### config.mk
export PLATFORM = sky130hd
export DESIGN_NAME = proto245_async
export DESIGN_NICKNAME = d
export VERILOG_FILES = /design/src/rtl/proto245_async.sv
export SDC_FILE = /design/constraint.sdc
export NUM_CORES = 1
export LEC_CHECK = 0
export BUFFER_PORTS_ARGS = -buffer_cell sky130_fd_sc_hd__buf_2
export CORE_MARGIN = 2
export CORE_UTILIZATION = 44
export CTS_BUF_LIST = sky130_fd_sc_hd__clkbuf_16
export DETAILED_ROUTE_END_ITERATION = 10
export SETUP_SLACK_MARGIN = 0.02
export SYNTH_ARGS = -nofsm -noshare
export SYNTH_HDL_FRONTEND = slang
export SYNTH_SLANG_ARGS = --single-unit
### constraint.sdc
create_clock -name ft_clk -period 2.9 [get_ports ft_clk]
set_input_delay 0.29 -clock ft_clk [delete_from_list [all_inputs] [get_ports ft_clk]]
set_output_delay 0.29 -clock ft_clk [all_outputs]
set_load 0.02 [all_outputs]
### src/rtl/proto245_async.sv
// FT245-style asynchronous FIFO bridge: chip bytes go into an RX FIFO for user
// logic, and user bytes go from a TX FIFO out to the chip, all on ft_clk.
// Ports:
//   ft_*      : chip side. rxfn/txen are async inputs; rdn/wrn are active-low strobes.
//   rxfifo_*  : user pop side (rd -> data/valid one cycle later, load, empty).
//   txfifo_*  : user push side (data/wr, load, full).
module proto245_async #(
    parameter int DATA_W       = 8,
    parameter int TX_FIFO_SIZE = 32,
    parameter int RX_FIFO_SIZE = 32,
    parameter int READ_TICKS   = 4,
    parameter int WRITE_TICKS  = 4
) (
    input  logic                            ft_clk,
    input  logic                            ft_rst,
    input  logic                            ft_rxfn,
    input  logic                            ft_txen,
    input  logic [DATA_W-1:0]               ft_din,
    output logic [DATA_W-1:0]               ft_dout,
    output logic                            ft_rdn,
    output logic                            ft_wrn,
    output logic                            ft_siwu,
    input  logic                            rxfifo_rd,
    output logic [DATA_W-1:0]               rxfifo_data,
    output logic                            rxfifo_valid,
    output logic [$clog2(RX_FIFO_SIZE):0]   rxfifo_load,
    output logic                            rxfifo_empty,
    input  logic [DATA_W-1:0]               txfifo_data,
    input  logic                            txfifo_wr,
    output logic [$clog2(TX_FIFO_SIZE):0]   txfifo_load,
    output logic                            txfifo_full
);

    localparam int RX_AW = $clog2(RX_FIFO_SIZE);
    localparam int TX_AW = $clog2(TX_FIFO_SIZE);
    localparam int MAX_T = (READ_TICKS > WRITE_TICKS) ? READ_TICKS : WRITE_TICKS;
    localparam int CNT_W = $clog2(MAX_T + 1) + 1;
    localparam logic [RX_AW:0] RX_N = (RX_AW + 1)'(RX_FIFO_SIZE);
    localparam logic [TX_AW:0] TX_N = (TX_AW + 1)'(TX_FIFO_SIZE);

    typedef enum logic [1:0] {IDLE, RD, WR, GAP} state_t;

    logic [DATA_W-1:0] rx_mem [RX_FIFO_SIZE];
    logic [DATA_W-1:0] tx_mem [TX_FIFO_SIZE];

    logic rxfn_s1_q, rxfn_s2_q, txen_s1_q, txen_s2_q;
    state_t state_q, state_d;
    logic [CNT_W-1:0] cnt_q, cnt_d;
    logic last_rd_q, last_rd_d;
    logic rdn_q, rdn_d, wrn_q, wrn_d;
    logic [DATA_W-1:0] dout_q, dout_d;
    logic [RX_AW-1:0] rx_wp_q, rx_wp_d, rx_rp_q, rx_rp_d;
    logic [RX_AW:0] rx_cnt_q, rx_cnt_d;
    logic [TX_AW-1:0] tx_wp_q, tx_wp_d, tx_rp_q, tx_rp_d;
    logic [TX_AW:0] tx_cnt_q, tx_cnt_d;
    logic [DATA_W-1:0] rx_data_q, rx_data_d;
    logic rx_valid_q, rx_valid_d;

    logic rx_push, rx_pop, tx_push, tx_pop;
    logic rx_empty, rx_full, tx_empty, tx_full;
    logic rd_ok, wr_ok;

    assign rx_empty = (rx_cnt_q == '0);
    assign rx_full  = (rx_cnt_q == RX_N);
    assign tx_empty = (tx_cnt_q == '0);
    assign tx_full  = (tx_cnt_q == TX_N);
    assign rx_pop   = rxfifo_rd && !rx_empty;
    assign tx_push  = txfifo_wr && !tx_full;
    assign rd_ok    = !rxfn_s2_q && !rx_full;
    assign wr_ok    = !txen_s2_q && !tx_empty;

    always_comb begin
        state_d   = state_q;
        cnt_d     = cnt_q;
        last_rd_d = last_rd_q;
        rdn_d     = rdn_q;
        wrn_d     = wrn_q;
        dout_d    = dout_q;
        rx_push   = 1'b0;
        tx_pop    = 1'b0;
        unique case (state_q)
            IDLE: begin
                cnt_d = '0;
                // Round-robin: read wins unless the last transfer was a read.
                if (rd_ok && (!wr_ok || !last_rd_q)) begin
                    state_d   = RD;
                    rdn_d     = 1'b0;
                    last_rd_d = 1'b1;
                end else if (wr_ok) begin
                    // Data is set up one cycle ahead of the wrn falling edge.
                    state_d   = WR;
                    dout_d    = tx_mem[tx_rp_q];
                    last_rd_d = 1'b0;
                end
            end
            RD: begin
                if (cnt_q == CNT_W'(READ_TICKS - 1)) begin
                    rx_push = 1'b1;
                    rdn_d   = 1'b1;
                    state_d = GAP;
                    cnt_d   = '0;
                end else begin
                    cnt_d = cnt_q + 1'b1;
                end
            end
            WR: begin
                if (cnt_q == '0) begin
                    wrn_d = 1'b0;
                end
                if (cnt_q == CNT_W'(WRITE_TICKS)) begin
                    tx_pop  = 1'b1;
                    wrn_d   = 1'b1;
                    state_d = GAP;
                    cnt_d   = '0;
                end else begin
                    cnt_d = cnt_q + 1'b1;
                end
            end
            GAP: begin
                // Lets the 2-flop synced flags catch up with the chip.
                if (cnt_q == CNT_W'(2)) begin
                    state_d = IDLE;
                    cnt_d   = '0;
                end else begin
                    cnt_d = cnt_q + 1'b1;
                end
            end
            default: state_d = IDLE;
        endcase
    end

    always_comb begin
        rx_wp_d    = rx_push ? rx_wp_q + 1'b1 : rx_wp_q;
        rx_rp_d    = rx_pop ? rx_rp_q + 1'b1 : rx_rp_q;
        tx_wp_d    = tx_push ? tx_wp_q + 1'b1 : tx_wp_q;
        tx_rp_d    = tx_pop ? tx_rp_q + 1'b1 : tx_rp_q;
        rx_cnt_d   = rx_cnt_q;
        tx_cnt_d   = tx_cnt_q;
        if (rx_push && !rx_pop) rx_cnt_d = rx_cnt_q + 1'b1;
        if (!rx_push && rx_pop) rx_cnt_d = rx_cnt_q - 1'b1;
        if (tx_push && !tx_pop) tx_cnt_d = tx_cnt_q + 1'b1;
        if (!tx_push && tx_pop) tx_cnt_d = tx_cnt_q - 1'b1;
        rx_data_d  = rx_pop ? rx_mem[rx_rp_q] : rx_data_q;
        rx_valid_d = rx_pop;
    end

    always_ff @(posedge ft_clk) begin
        if (ft_rst && rx_push) rx_mem[rx_wp_q] <= ft_din;
        if (ft_rst && tx_push) tx_mem[tx_wp_q] <= txfifo_data;
    end

    always_ff @(posedge ft_clk) begin
        if (!ft_rst) begin
            rxfn_s1_q  <= 1'b1;
            rxfn_s2_q  <= 1'b1;
            txen_s1_q  <= 1'b1;
            txen_s2_q  <= 1'b1;
            state_q    <= IDLE;
            cnt_q      <= '0;
            last_rd_q  <= 1'b0;
            rdn_q      <= 1'b1;
            wrn_q      <= 1'b1;
            dout_q     <= '0;
            rx_wp_q    <= '0;
            rx_rp_q    <= '0;
            rx_cnt_q   <= '0;
            tx_wp_q    <= '0;
            tx_rp_q    <= '0;
            tx_cnt_q   <= '0;
            rx_data_q  <= '0;
            rx_valid_q <= 1'b0;
        end else begin
            rxfn_s1_q  <= ft_rxfn;
            rxfn_s2_q  <= rxfn_s1_q;
            txen_s1_q  <= ft_txen;
            txen_s2_q  <= txen_s1_q;
            state_q    <= state_d;
            cnt_q      <= cnt_d;
            last_rd_q  <= last_rd_d;
            rdn_q      <= rdn_d;
            wrn_q      <= wrn_d;
            dout_q     <= dout_d;
            rx_wp_q    <= rx_wp_d;
            rx_rp_q    <= rx_rp_d;
            rx_cnt_q   <= rx_cnt_d;
            tx_wp_q    <= tx_wp_d;
            tx_rp_q    <= tx_rp_d;
            tx_cnt_q   <= tx_cnt_d;
            rx_data_q  <= rx_data_d;
            rx_valid_q <= rx_valid_d;
        end
    end

    assign ft_rdn       = rdn_q;
    assign ft_wrn       = wrn_q;
    assign ft_dout      = dout_q;
    assign ft_siwu      = 1'b1;
    assign rxfifo_data  = rx_data_q;
    assign rxfifo_valid = rx_valid_q;
    assign rxfifo_load  = rx_cnt_q;
    assign rxfifo_empty = rx_empty;
    assign txfifo_load  = tx_cnt_q;
    assign txfifo_full  = tx_full;

endmodule

-- After elaboration in Yosys (flattened, before gate mapping)
Memory sizes are Yosys's and may differ from the RTL's. A register that Yosys moved wholly into a read port is not among the register bits.
Index checks and enable logic that the tools add are counted.
Widths: inputs -> output; s select.
- add/sub/neg operators: 9
- equality and inequality tests: 13
- multiplexer cells: 29
- bitwise logic cells: 1
- reductions and logical operators: 40
- operators with widths (cell ; number):
    $mux 6 ; 4
    $add 5x1->5 const B ; 4
    $pmux 4 s4 ; 1
    $logic_not 1->1 ; 14
    $mux 1 ; 14
    $add 6x1->6 const B ; 2
    $eq 6x6->1 const B ; 2
    $logic_not 6->1 ; 2
    $mux 4 ; 3
    $sub 6x1->6 const B ; 2
    $logic_and 1x1->1 ; 11
    $mux 2 ; 5
    $reduce_bool 2->1 ; 5
    $eq 4x2->1 const B ; 2
    $ne 2x2->1 const B ; 4
    $pmux 2 s4 ; 1
    $reduce_and 3->1 ; 2
    $add 4x1->4 const B ; 1
    $eq 2x2->1 const B ; 2
    $eq 4x3->1 const B ; 1
    $logic_not 4->1 ; 1
    $reduce_and 2->1 ; 2
    $reduce_and 4->1 ; 1
    $ne 3x3->1 const B ; 1
    other kinds (5) ; 5
- register bits after elaboration: 46
- bits in writable memories: 512
- bits of input ports: 22
- word-level logic and storage cells: 110
- memories kept: 2
- memories (name ; depth ; width ; rd ports ; clocked after memory_dff ; write ports ; line ; RTL):
    rx_mem ; 32 ; 8 ; 1 ; 1 ; 1 ; 43 ; logic [DATA_W-1:0] rx_mem [RX_FIFO_SIZE];
    tx_mem ; 32 ; 8 ; 1 ; 1 ; 1 ; 44 ; logic [DATA_W-1:0] tx_mem [TX_FIFO_SIZE];

-- Logic depth before layout (Yosys ltp)
- depth in word-level cells: 8
- gate-level depth with buffers: 12
- gate-level depth less buffers: 11

-- Worst setup path after synthesis
OpenSTA, ideal clock, no wires.
- path kind: register to register
- start point: reg rx_cnt_q[0] (netlist: rxfifo_load[0])
- end point: reg rx_cnt_q[5] (netlist: rxfifo_load[5])
- library setup time: 0.072 ns
- arrival time: 3.003 ns
- setup slack: -0.174 ns
- stages on the path, launching flop included: 9
- period minus slack after synthesis: 3.074 ns
- cells stage by stage: dfxtp_1 > or4_1 > o31a_1 > buf_2 > ha_1 > ha_1 > or3b_2 > o311ai_0 > mux2i_1
- word-level cells in the longest chain between the ends: 6
- ends and longest elaborated chain (item ; line ; RTL):
    from (decl) ; 53 ; logic [RX_AW:0] rx_cnt_q, rx_cnt_d;
    from (signal assigned) ; 185 ; rx_cnt_q <= rx_cnt_d;
    $logic_not 6->1 (*) ; 63 ; assign rx_empty = (rx_cnt_q == '0);
    $logic_not 1->1 (*) ; 67 ; assign rx_pop = rxfifo_rd && !rx_empty;
    $logic_and 1x1->1 (*) ; 67 ;
    named net rx_pop ; 59 ; logic rx_push, rx_pop, tx_push, tx_pop;
    $logic_not 1->1 ; 139 ; if (rx_push && !rx_pop) rx_cnt_d = rx_cnt_q + 1'b1;
    $logic_and 1x1->1 ; 139 ;
    $reduce_bool 2->1 (no line) ; -- ;
Mark *: on every way through the listed nets, which the timed path passes. The rest lies on a longest branch. The select of a mux whose other input is x is not followed.
A chain may end at the register's enable or synchronous reset.

-- Final worst setup path
- start point: reg rx_cnt_q[0] (netlist: rxfifo_load[0])
- end point: reg rx_cnt_q[5] (netlist: rxfifo_load[5])
- word-level cells in the longest chain between the ends: 6
- ends and longest elaborated chain (item):
    parallel branches: the longest is 6 deep, another holds $add 6x1->6
Several ways; the timed one is not identified. The select of a mux whose other input is x is not followed.

==> metrics.yaml <==
cells_and_area:
  design_area_sq_um: 26000
  area_growth_pct: 14.3
  drive_gt1_share_pct: 22.5
  final_nets: 1440
  antenna_cells: 0
die:
  die_h_um: 232
  core.rowCount: 83
  start_util_pct: 44.4
  io-pin-count: 56
  dieWidth_um: 232
  core_area_sq_um: 51300
  die_area_sq_um: 53600
logic_synthesis:
  synth_area_sq_um: 22800
  synth_cell_type_count: 53
  async_flop_share_pct: 0
  yosysSeqAreaShare_pct: 72.9
  avgSynthCellArea_sq_um: 18.0
  synthFlopType: "edfxtp_1"
  syn_nets: 1320
  synthCells: 1269
  yosysWarningCount: 0
  ys_ff_latch: 574
  synth_edf_count: 512
global_routing:
  gr-total-overflow: 0
  grt_max_degree: 65
  grt_pass1_wl_mm: 73.6
  grt_pass1_vias: 11900
  track_usage_pct: 18.5
  antenna_found_initial: 0
status:
  outcome: "finished, final reports clean"
worst_setup_path:
  r2r_end: "rxfifo_load[5]$_SDFFE_PN0P_"
  worst-endpoint-arrival_ps: 3300
  crit_path_end_kind: "flop"
  cp.required_ps: 3440
  r2r_cells: 7
  worstSetupStartpoint: "rxfifo_load[0]$_SDFFE_PN0P_"
  crit_fanout: 10
  endpoint: "rxfifo_load[5]$_SDFFE_PN0P_"
  cp-start-kind: "flop"
  r2r-start: "rxfifo_load[0]$_SDFFE_PN0P_"
  r2r_setup_slack_ps: 140
  critPathKind: "flop to flop"
cts:
  htreeDepth: 2
  cts_made_buffers: 57
  cts_tree: "built"
  cts.sinks: 574
  clk_pin_slew_ps: 70
  cts_setup_buffers: 0
  clk_latency_ps: 620
  cts-root-buf: "clkbuf_16"
  cts.path.max_buffers: 3
timing:
  period_needed_ps: 2760
  relSlewSlack_pct: 34.6
  min_period_over_period_pct: 95.2
  slew_violations: 0
  rsz0062_at_grt: "false"
  hold_violations: 0
  tns_ps: 0
  finalSetupViolations: 0
  fin_skew_ps: 25.0
  tightest_slew_ps: 978
  fmax_mhz: 362
placed_design:
  routabilityCongestion: 0.774
  hpwl_mm: 30.2
  port_buffers: 54
  placedInstanceArea_sq_um: 24200
detailed_routing:
  first_pass_iters: 5
  drtAntennaViolNets: 0
  viasPerCell: 5.53
  num_vias: 11700
  drt_iter0_markers: 1136
  routed_wl_mm: 49.1
  drc: 0
  wl_per_cell_um: 23.2
power:
  irDropWorstVdd_mv: 0.494
  p_leak_nw: 8.37
  intPower_mw: 13.2
  sw_frac_of_total_pct: 20.8
  p_seq_share_pct: 54.5
  pwr-share-clk_pct: 42.5
  pwr-share-comb_pct: 3.0
  power_density_nw_per_um2: 639
  switching_power_mw: 3.46
worst_hold_path:
  min-delay-path-class: "primary input to flop"
job:
  maxCapViolCount: 0
power by group through the flow:
stage                     Sequential, mW  Clock, mW  Combinational [mW]
after floorplan                     9.26          0               0.243
after global placement              9.25          0               0.477
after detailed placement            9.25          0               0.493
after CTS                           9.07       7.22               0.499
after global routing                9.07       7.52               0.551
final                               9.07       7.08               0.493
cells in the final DEF (no fill, tap or decap), types with 4 or more instances in the layout:
| cell type | n |
|---|---|
| a21o_1 | 4 |
| nand2_1 | 50 |
| mux4_2 | 99 |
| buf_4 | 71 |
| nor3_1 | 7 |
| a22oi_1 | 23 |
| o221ai_1 | 24 |
| clkinv_1 | 14 |
| mux2i_1 | 74 |
| nand4_1 | 8 |
| xnor2_1 | 20 |
| nand2b_1 | 6 |
| and2_1 | 26 |
| a211oi_1 | 8 |
| o22ai_1 | 7 |
| dfxtp_1 | 57 |
| nor2_1 | 78 |
| nand3_1 | 11 |
| or3b_2 | 5 |
| xor2_1 | 6 |
| a21oi_1 | 31 |
| buf_2 | 54 |
| nand3b_1 | 9 |
| ha_1 | 25 |
| clkinv_2 | 11 |
| edfxtp_1 | 512 |
| clkbuf_16 | 58 |
| a32o_1 | 15 |
| bufinv_16 | 4 |
| nor2b_1 | 15 |
| o21ai_0 | 19 |
| inv_1 | 32 |
worst min-delay path by stage:
stage                                    start  slack [ps]                 endpoint  cells after the start
after floorplan           rxfn_s1_q$_SDFF_PN1_         390     rxfn_s2_q$_SDFF_PN1_                      1
after global placement    txen_s1_q$_SDFF_PN1_         400     txen_s2_q$_SDFF_PN1_                      1
after detailed placement  rxfn_s1_q$_SDFF_PN1_         390     rxfn_s2_q$_SDFF_PN1_                      1
after CTS                            ft_din[4]         190  rx_mem[29][4]$_DFFE_PP_                      1
after global routing            txfifo_data[3]         220  tx_mem[21][3]$_DFFE_PP_                      1
final                                ft_din[4]         220  rx_mem[28][4]$_DFFE_PP_                      1
Yosys cell counts, types with 2 or more instances:
cell type,instances,area (sq um)
buf_2,25,125
o221ai_1,24,210
xor2_1,6,52.6
edfxtp_1,512,15400
nand3_1,11,55.1
mux2i_1,74,741
nor2_1,78,293
nor4bb_1,2,20.0
inv_1,18,67.6
nor4b_1,3,26.3
nand2b_1,6,37.5
and3_1,3,18.8
a22oi_1,23,173
ha_1,27,338
nand4_1,8,50.1
mux4_2,99,2230
nor3b_1,2,15.0
xnor2_1,20,175
o31a_1,2,17.5
or3b_2,5,43.8
o311ai_0,3,26.3
nor2b_1,15,93.8
or3_1,3,18.8
nor3_1,7,35.0
a21oi_1,32,160
o21ai_0,19,95.1
fa_1,2,40.0
a21o_1,4,30.0
clkbuf_1,32,120
nand3b_1,9,67.6
buf_4,3,22.5
o22ai_1,7,43.8
nand2_1,50,188
a31oi_1,2,12.5
a32o_1,15,150
dfxtp_1,62,1240
buf_1,8,30.0
and2_1,26,163
a211oi_1,8,60.1
critical path, stage by stage (launching register included):
cell      delay (ps)
dfxtp_2          320
or4_1            550
o31a_1           280
ha_2             260
ha_1             360
or3b_2           470
o311ai_2         250
mux2i_1          210
routing by layer:
metal	vias up	wire length (um)	track usage, %
li1	5303	-	-
met1	6016	22400	27.2
met2	312	22800	28.7
met3	79	2790	3.20
met4	0	1080	5.11
met5	-	0	0
flip-flops by register name (all words and copies together) (netlist names):
signal / count
ft_rdn: 1
txen_s2_q: 1
state_q: 2
rx_rp_q: 5
txen_s1_q: 1
rx_mem: 256
ft_dout: 8
cnt_q: 4
rxfn_s1_q: 1
tx_wp_q: 5
rxfifo_data: 8
rx_wp_q: 5
rxfn_s2_q: 1
rxfifo_valid: 1
last_rd_q: 1
txfifo_load: 6
ft_wrn: 1
tx_mem: 256
rxfifo_load: 6
tx_rp_q: 5
what timing repair did:
action,CTS,global route
resized for setup,0,4
setup endpoints to repair,0,3
endpoints found under the hold margin,3,0
hold buffers,3,0
kinds of logic after synthesis:
| logic type | share of synthesized area [%] |
|---|---|
| flops | 72.9 |
| simple gates | 5.06 |
| mux | 13.0 |
| compound gates | 4.64 |
| buf+inv | 1.65 |
| fa+ha+maj | 1.66 |
| xor+xnor | 1.00 |
| other cells | 0.0165 |
per-stage QoR:
| step | util [%] | setup slack (ps) | hold WS (ps) | power, mW | cells |
|---|---|---|---|---|---|
| 2_1_floorplan | - | 11.2 | 386 | 9.51 | 1269 |
| 3_3_place_gp | 47.1 | 153 | 396 | 9.72 | 2007 |
| 3_5_place_dp | 47.1 | 99.6 | 394 | 9.74 | 2007 |
| 4_1_cts | 50.7 | 78.8 | 189 | 16.8 | 2117 |
| 5_1_grt | 50.8 | 42.2 | 216 | 17.1 | 2117 |
| 6_report | 50.8 | 140 | 222 | 16.6 | 2117 |
cell type report:
type,instances,area [sq um]
well taps,680,851
clock buffers,58,1450
flip-flops and latches,574,16600
repair buffers,130,873
multi-input cells,608,5820
fillers,4224,25300
inverters,18,67.6
clock inverters,49,349
No activity file was read; power rests on OpenSTA's default activity.
